<file path="src/rtl/serial_to_parallel_if.sv">
// serial_to_parallel_if: serial input and parallel word output bundle
interface serial_to_parallel_if #(parameter int WIDTH = 4);
  logic             start;
  logic             ser_valid;
  logic             ser_in;
  logic [WIDTH-1:0] data_out;
  logic             data_ready;
  logic             parity_err;
  logic             busy;
  modport master (output start, ser_valid, ser_in, input data_out, data_ready, parity_err, busy);
  modport slave  (input start, ser_valid, ser_in, output data_out, data_ready, parity_err, busy);
endinterface

</file>
<file path="src/rtl/serial_to_parallel.sv">
// serial_to_parallel: framed serial bits to WIDTH-bit word with optional even parity
module serial_to_parallel #(
  parameter int WIDTH     = 4,
  parameter int MSB_FIRST = 1,
  parameter int PARITY_EN = 0
) (
  input logic                 clk,
  input logic                 reset,
  serial_to_parallel_if.slave bus
);
  localparam int CW = (WIDTH > 2) ? $clog2(WIDTH) : 1;
  typedef enum logic [1:0] {IDLE, DATA, PARITY} state_t;
  state_t           state, state_n;
  logic [CW-1:0]    count;
  logic [WIDTH-1:0] shreg, shift_n, data_out;
  logic             data_ready, parity_err, busy, last_bit;
  assign last_bit = count == CW'(WIDTH - 1);
  assign shift_n  = (MSB_FIRST != 0) ? {shreg[WIDTH-2:0], bus.ser_in} : {bus.ser_in, shreg[WIDTH-1:1]};
  always_ff @(posedge clk or posedge reset)
    if (reset) state <= IDLE;
    else state <= state_n;
  // start overrides everything, including a bit arriving in the same cycle
  always_comb begin
    state_n = state;
    state_n = bus.start ? DATA
            : (state == DATA && bus.ser_valid && last_bit) ? ((PARITY_EN != 0) ? PARITY : IDLE)
            : (state == PARITY && bus.ser_valid) ? IDLE
            : state;
  end
  always_ff @(posedge clk or posedge reset)
    if (reset) begin
      count      <= '0;
      shreg      <= '0;
      data_out   <= '0;
      data_ready <= 1'b0;
      parity_err <= 1'b0;
      busy       <= 1'b0;
    end else begin
      data_ready <= 1'b0;
      parity_err <= 1'b0;
      busy       <= state_n != IDLE;
      if (bus.start) begin
        count <= '0;
        shreg <= '0;
      end else if (bus.ser_valid && state == DATA) begin
        shreg <= shift_n;
        count <= last_bit ? '0 : count + CW'(1);
        if (last_bit && PARITY_EN == 0) begin
          data_out   <= shift_n;
          data_ready <= 1'b1;
        end
      end else if (bus.ser_valid && state == PARITY) begin
        if (^{shreg, bus.ser_in}) parity_err <= 1'b1;
        else begin
          data_out   <= shreg;
          data_ready <= 1'b1;
        end
      end
    end
  assign bus.data_out   = data_out;
  assign bus.data_ready = data_ready;
  assign bus.parity_err = parity_err;
  assign bus.busy       = busy;
endmodule

</file>
<file path="src/flat_wrapper.sv">
// flat-port wrapper written by rule: the top's interface ports become plain ports
module serial_to_parallel_flat 
#(
  parameter int WIDTH     = 4,
  parameter int MSB_FIRST = 1,
  parameter int PARITY_EN = 0
)
  (clk, reset, bus_start, bus_ser_valid, bus_ser_in, bus_data_out, bus_data_ready, bus_parity_err, bus_busy);
  serial_to_parallel_if #(.WIDTH(WIDTH)) bus_i ();
  input logic clk;
  input logic reset;
  input wire logic [$bits(bus_i.start)-1:0] bus_start;
  input wire logic [$bits(bus_i.ser_valid)-1:0] bus_ser_valid;
  input wire logic [$bits(bus_i.ser_in)-1:0] bus_ser_in;
  output wire logic [$bits(bus_i.data_out)-1:0] bus_data_out;
  output wire logic [$bits(bus_i.data_ready)-1:0] bus_data_ready;
  output wire logic [$bits(bus_i.parity_err)-1:0] bus_parity_err;
  output wire logic [$bits(bus_i.busy)-1:0] bus_busy;
  assign bus_i.start = bus_start;
  assign bus_i.ser_valid = bus_ser_valid;
  assign bus_i.ser_in = bus_ser_in;
  assign bus_data_out = bus_i.data_out;
  assign bus_data_ready = bus_i.data_ready;
  assign bus_parity_err = bus_i.parity_err;
  assign bus_busy = bus_i.busy;
  serial_to_parallel #(.WIDTH(WIDTH), .MSB_FIRST(MSB_FIRST), .PARITY_EN(PARITY_EN)) u_core (.clk(clk), .reset(reset), .bus(bus_i));
endmodule
</file>
<file path="config.mk">
export PLATFORM = sky130hd
export DESIGN_NAME = serial_to_parallel_flat
export DESIGN_NICKNAME = d
export VERILOG_FILES = /design/src/rtl/serial_to_parallel_if.sv /design/src/rtl/serial_to_parallel.sv /design/src/flat_wrapper.sv
export SDC_FILE = /design/constraint.sdc
export NUM_CORES = 1
export LEC_CHECK = 0
export CAP_MARGIN = 20
export CORE_AREA = 2 2 39 41
export CTS_CLUSTER_DIAMETER = 150
export DETAILED_ROUTE_END_ITERATION = 10
export DIE_AREA = 0 0 41 43
export DONT_BUFFER_PORTS = 1
export HOLD_SLACK_MARGIN = 0.06
export PLACE_DENSITY = 0.69
export SYNTH_ARGS = -nofsm -noshare
export SYNTH_HDL_FRONTEND = slang
export SYNTH_SLANG_ARGS = --single-unit
</file>
<file path="constraint.sdc">
create_clock -name clk -period 2 [get_ports clk]
set_input_delay 0.4 -clock clk [delete_from_list [all_inputs] [get_ports clk]]
set_output_delay 0.4 -clock clk [all_outputs]
set_load 0.1 [all_outputs]
</file>
==> out/summary.txt <==
critical path startpoint category = flip-flop
Crit Path Class = reg2reg
Synth area leader = dfrtp_1
combinational power share = 0.371
I/O Buffers = 0
Final Hold Slack = 0.0309 ns
hold_buf cts = 0
Synth Area in XOR/XNOR = 0.107
Setup TNS = 0 ns
Max Freq = 634 MHz
Reg clk slew, reported paths = 0.10 ns
Global Route Usage Sum = 0.170
main combinational cell family by area after synthesis = multiplexers
TritonCTS Buffers = 3
share of layout cells above drive strength 1 = 0.262
Via density = 5.01
largest net degree at the start of global routing = 16
synthesized area = 711 µm²
DRC violations left = 0
M2 GR Usage = 0.238
row cnt = 14
Clock Path Buffers = 2
Remaining Overflow, GRT = 0
vias = 406
synth warn = 0
Synth cell types = 19
first-pass GRT wire length = 1900 µm
Worst R2R Start = u_core.shreg[0]
Power, Total = 0.842 mW
M1 GR Usage = 0.231
R2R Setup Slk = 0.42 ns
mean post-synth cell area = 12.9 µm²
max cap viols = 0
CTS sink count = 15
H-Tree Depth = 1
hold crit path type = in2async
Power Internal = 0.476 mW
met3 usage = 0.0576
Yosys reg bits = 15
worst slew pin tran = 0.568 ns
TritonCTS clock tree = yes
end point of the critical path = u_core.bus.data_out[2]
R2R Path End = u_core.bus.data_out[2]
Skew-Pair Late Insertion Delay = 0.30 ns
switching share of power = 0.434
Inst Count DP = 77
final wirelength = 1100 µm
Final Hold Viols = 0
global route hottest layer = met2
Starting Density = 0.514
Mapped Cells = 55
Routed Antenna Nets = 0
Post-CTS Setup Bufs = 0
pre-CTS setup slack = 0.388 ns
Leak = 0.440 nW
ranking of synthesized cells by area = dfrtp_1, mux2i_1, inv_1
sequential power share = 0.414
Peak VDD IR = 0.000569 V
Synth Area in Compound Gates = 0.0739
nets = 72
fin. max-slew vios = 0
antenna cells = 0
post-route cell area = 803 µm²
die area = 1760 µm²
DR iter-0 viols = 3
Adder-Cell Fraction of Synth Area = 0.0176
area growth from synthesis to layout = 13.0%
DP HPWL = 819 µm
worst r2r path cells = 4
commonest non-fill, non-tap cell in the layout = dfrtp_1
# resized after CTS = 0
Setup Skew = 0.00803 ns
min Tclk post-route = 1.58 ns
Worst Path Arrival = 1.80 ns
placed cell area = 776 µm²
crit end category = flip-flop
CP max FO = 5
Post-Layout Cell Count = 81
Top-Level Pins = 12
commonest non-fill, non-tap cells in the layout = dfrtp_1, mux2i_1, inv_1
die extent in y = 43 µm
mux cell area share after synthesis = 0.127
vias in the first global route = 429
Req. time, crit path = 2.22 ns
worst rel slew slack = 0.621
number of detailed-route iterations in the first pass = 3
RSZ-0062 raised after global routing = false
FILL cells = 127
WL/cell = 13.6 µm
Pwr Density = 1050 nW/µm²
Mapped Nets = 61
post-synth top area share = 0.528
Seq/Total Area, Yosys = 0.528
post-route setup slack = 0.423 ns
initial antenna violation count = 0
Core ar. = 1380 µm²
period utilisation layout = 0.789
NetSw = 0.365 mW
Root Buffer = clkbuf_4
Die X = 41 µm
simple-gate portion of the synthesized area = 0.0880
GPL Wtd Cong = 0.732
status = complete, no violations
endpoints failing setup = 0
clock share of power = 0.216
Core Util, Final = 0.580
Critical Path Start = u_core.shreg[0]
-- cells in the mapped netlist --
cell type  instances
a21oi_1            1
a32oi_4            1
and2b_2            1
buf_4              1
dfrtp_1           15
ha_1               1
inv_1              9
mux2i_1            9
nand2_1            1
nand3b_1           1
nor2_1             6
nor3_1             1
nor4b_2            1
o211a_1            1
o21ai_0            2
xnor2_2            1
xnor2_4            1
xnor3_2            1
xor2_1             1
-- final cells by class --
type / count / area [µm²] / area share
inverter: 9 / 33.8 / 0.0421
tap: 16 / 20.0 / 0.0249
timing repair buffer: 7 / 52.6 / 0.0654
clock buffer: 3 / 22.5 / 0.0280
clock inverter: 1 / 5.00 / 0.00623
sequential: 15 / 375 / 0.467
multi-input combinational: 30 / 294 / 0.366
-- per-layer routing --
| layer | wire length [µm] | share of wire |
|---|---|---|
| met5 | 0 | 0 |
| met2 | 502 | 0.46 |
| met3 | 68 | 0.062 |
| met4 | 22 | 0.020 |
| met1 | 506 | 0.46 |
-- critical path: stages, from the launching register on --
cell,delay [ns]
dfrtp_1,0.39
xnor3_2,0.44
xnor2_2,0.16
a32oi_4,0.28
mux2i_1,0.24
-- power groups by stage --
stage	clock (mW)	sequential (mW)	combinational, mW
5_1_grt	0.195	0.352	0.325
4_1_cts	0.179	0.349	0.315
3_5_place_dp	0	0.355	0.315
3_3_place_gp	0	0.352	0.311
2_1_floorplan	0	0.545	0.0674
6_report	0.182	0.348	0.312
-- cell families (layout without fill, tap and decap cells) --
family / after synthesis / count (layout)
and+or+nand+nor: 11 / 11
AOI/OAI and AO/OA: 5 / 5
adders and majority gates: 1 / 1
muxes: 9 / 9
DFF: 15 / 15
xor gates and xnor gates: 4 / 4
buffers and inverters: 10 / 20
-- sequential cells by signal, indices dropped and copies added, names as in the netlist --
| signal | count |
|---|---|
| u_core.bus.parity_err | 1 |
| u_core.bus.data_out | 4 |
| u_core.shreg | 4 |
| u_core.count | 2 |
| u_core.state | 2 |
| u_core.bus.busy | 1 |
| u_core.bus.data_ready | 1 |
-- worst min path at each step --
stage	from	end	slack, ns	depth (start not counted)
finish	reset	u_core.bus.data_ready	0.03	1
global route	reset	u_core.bus.data_ready	0.08	1
CTS	reset	u_core.bus.data_ready	0.07	1
detailed placement	reset	u_core.bus.data_out[1]	0.39	1
global placement	reset	u_core.bus.data_ready	0.37	1
floorplan	reset	u_core.bus.busy	0.30	1
(Power assumes the default switching activity.)
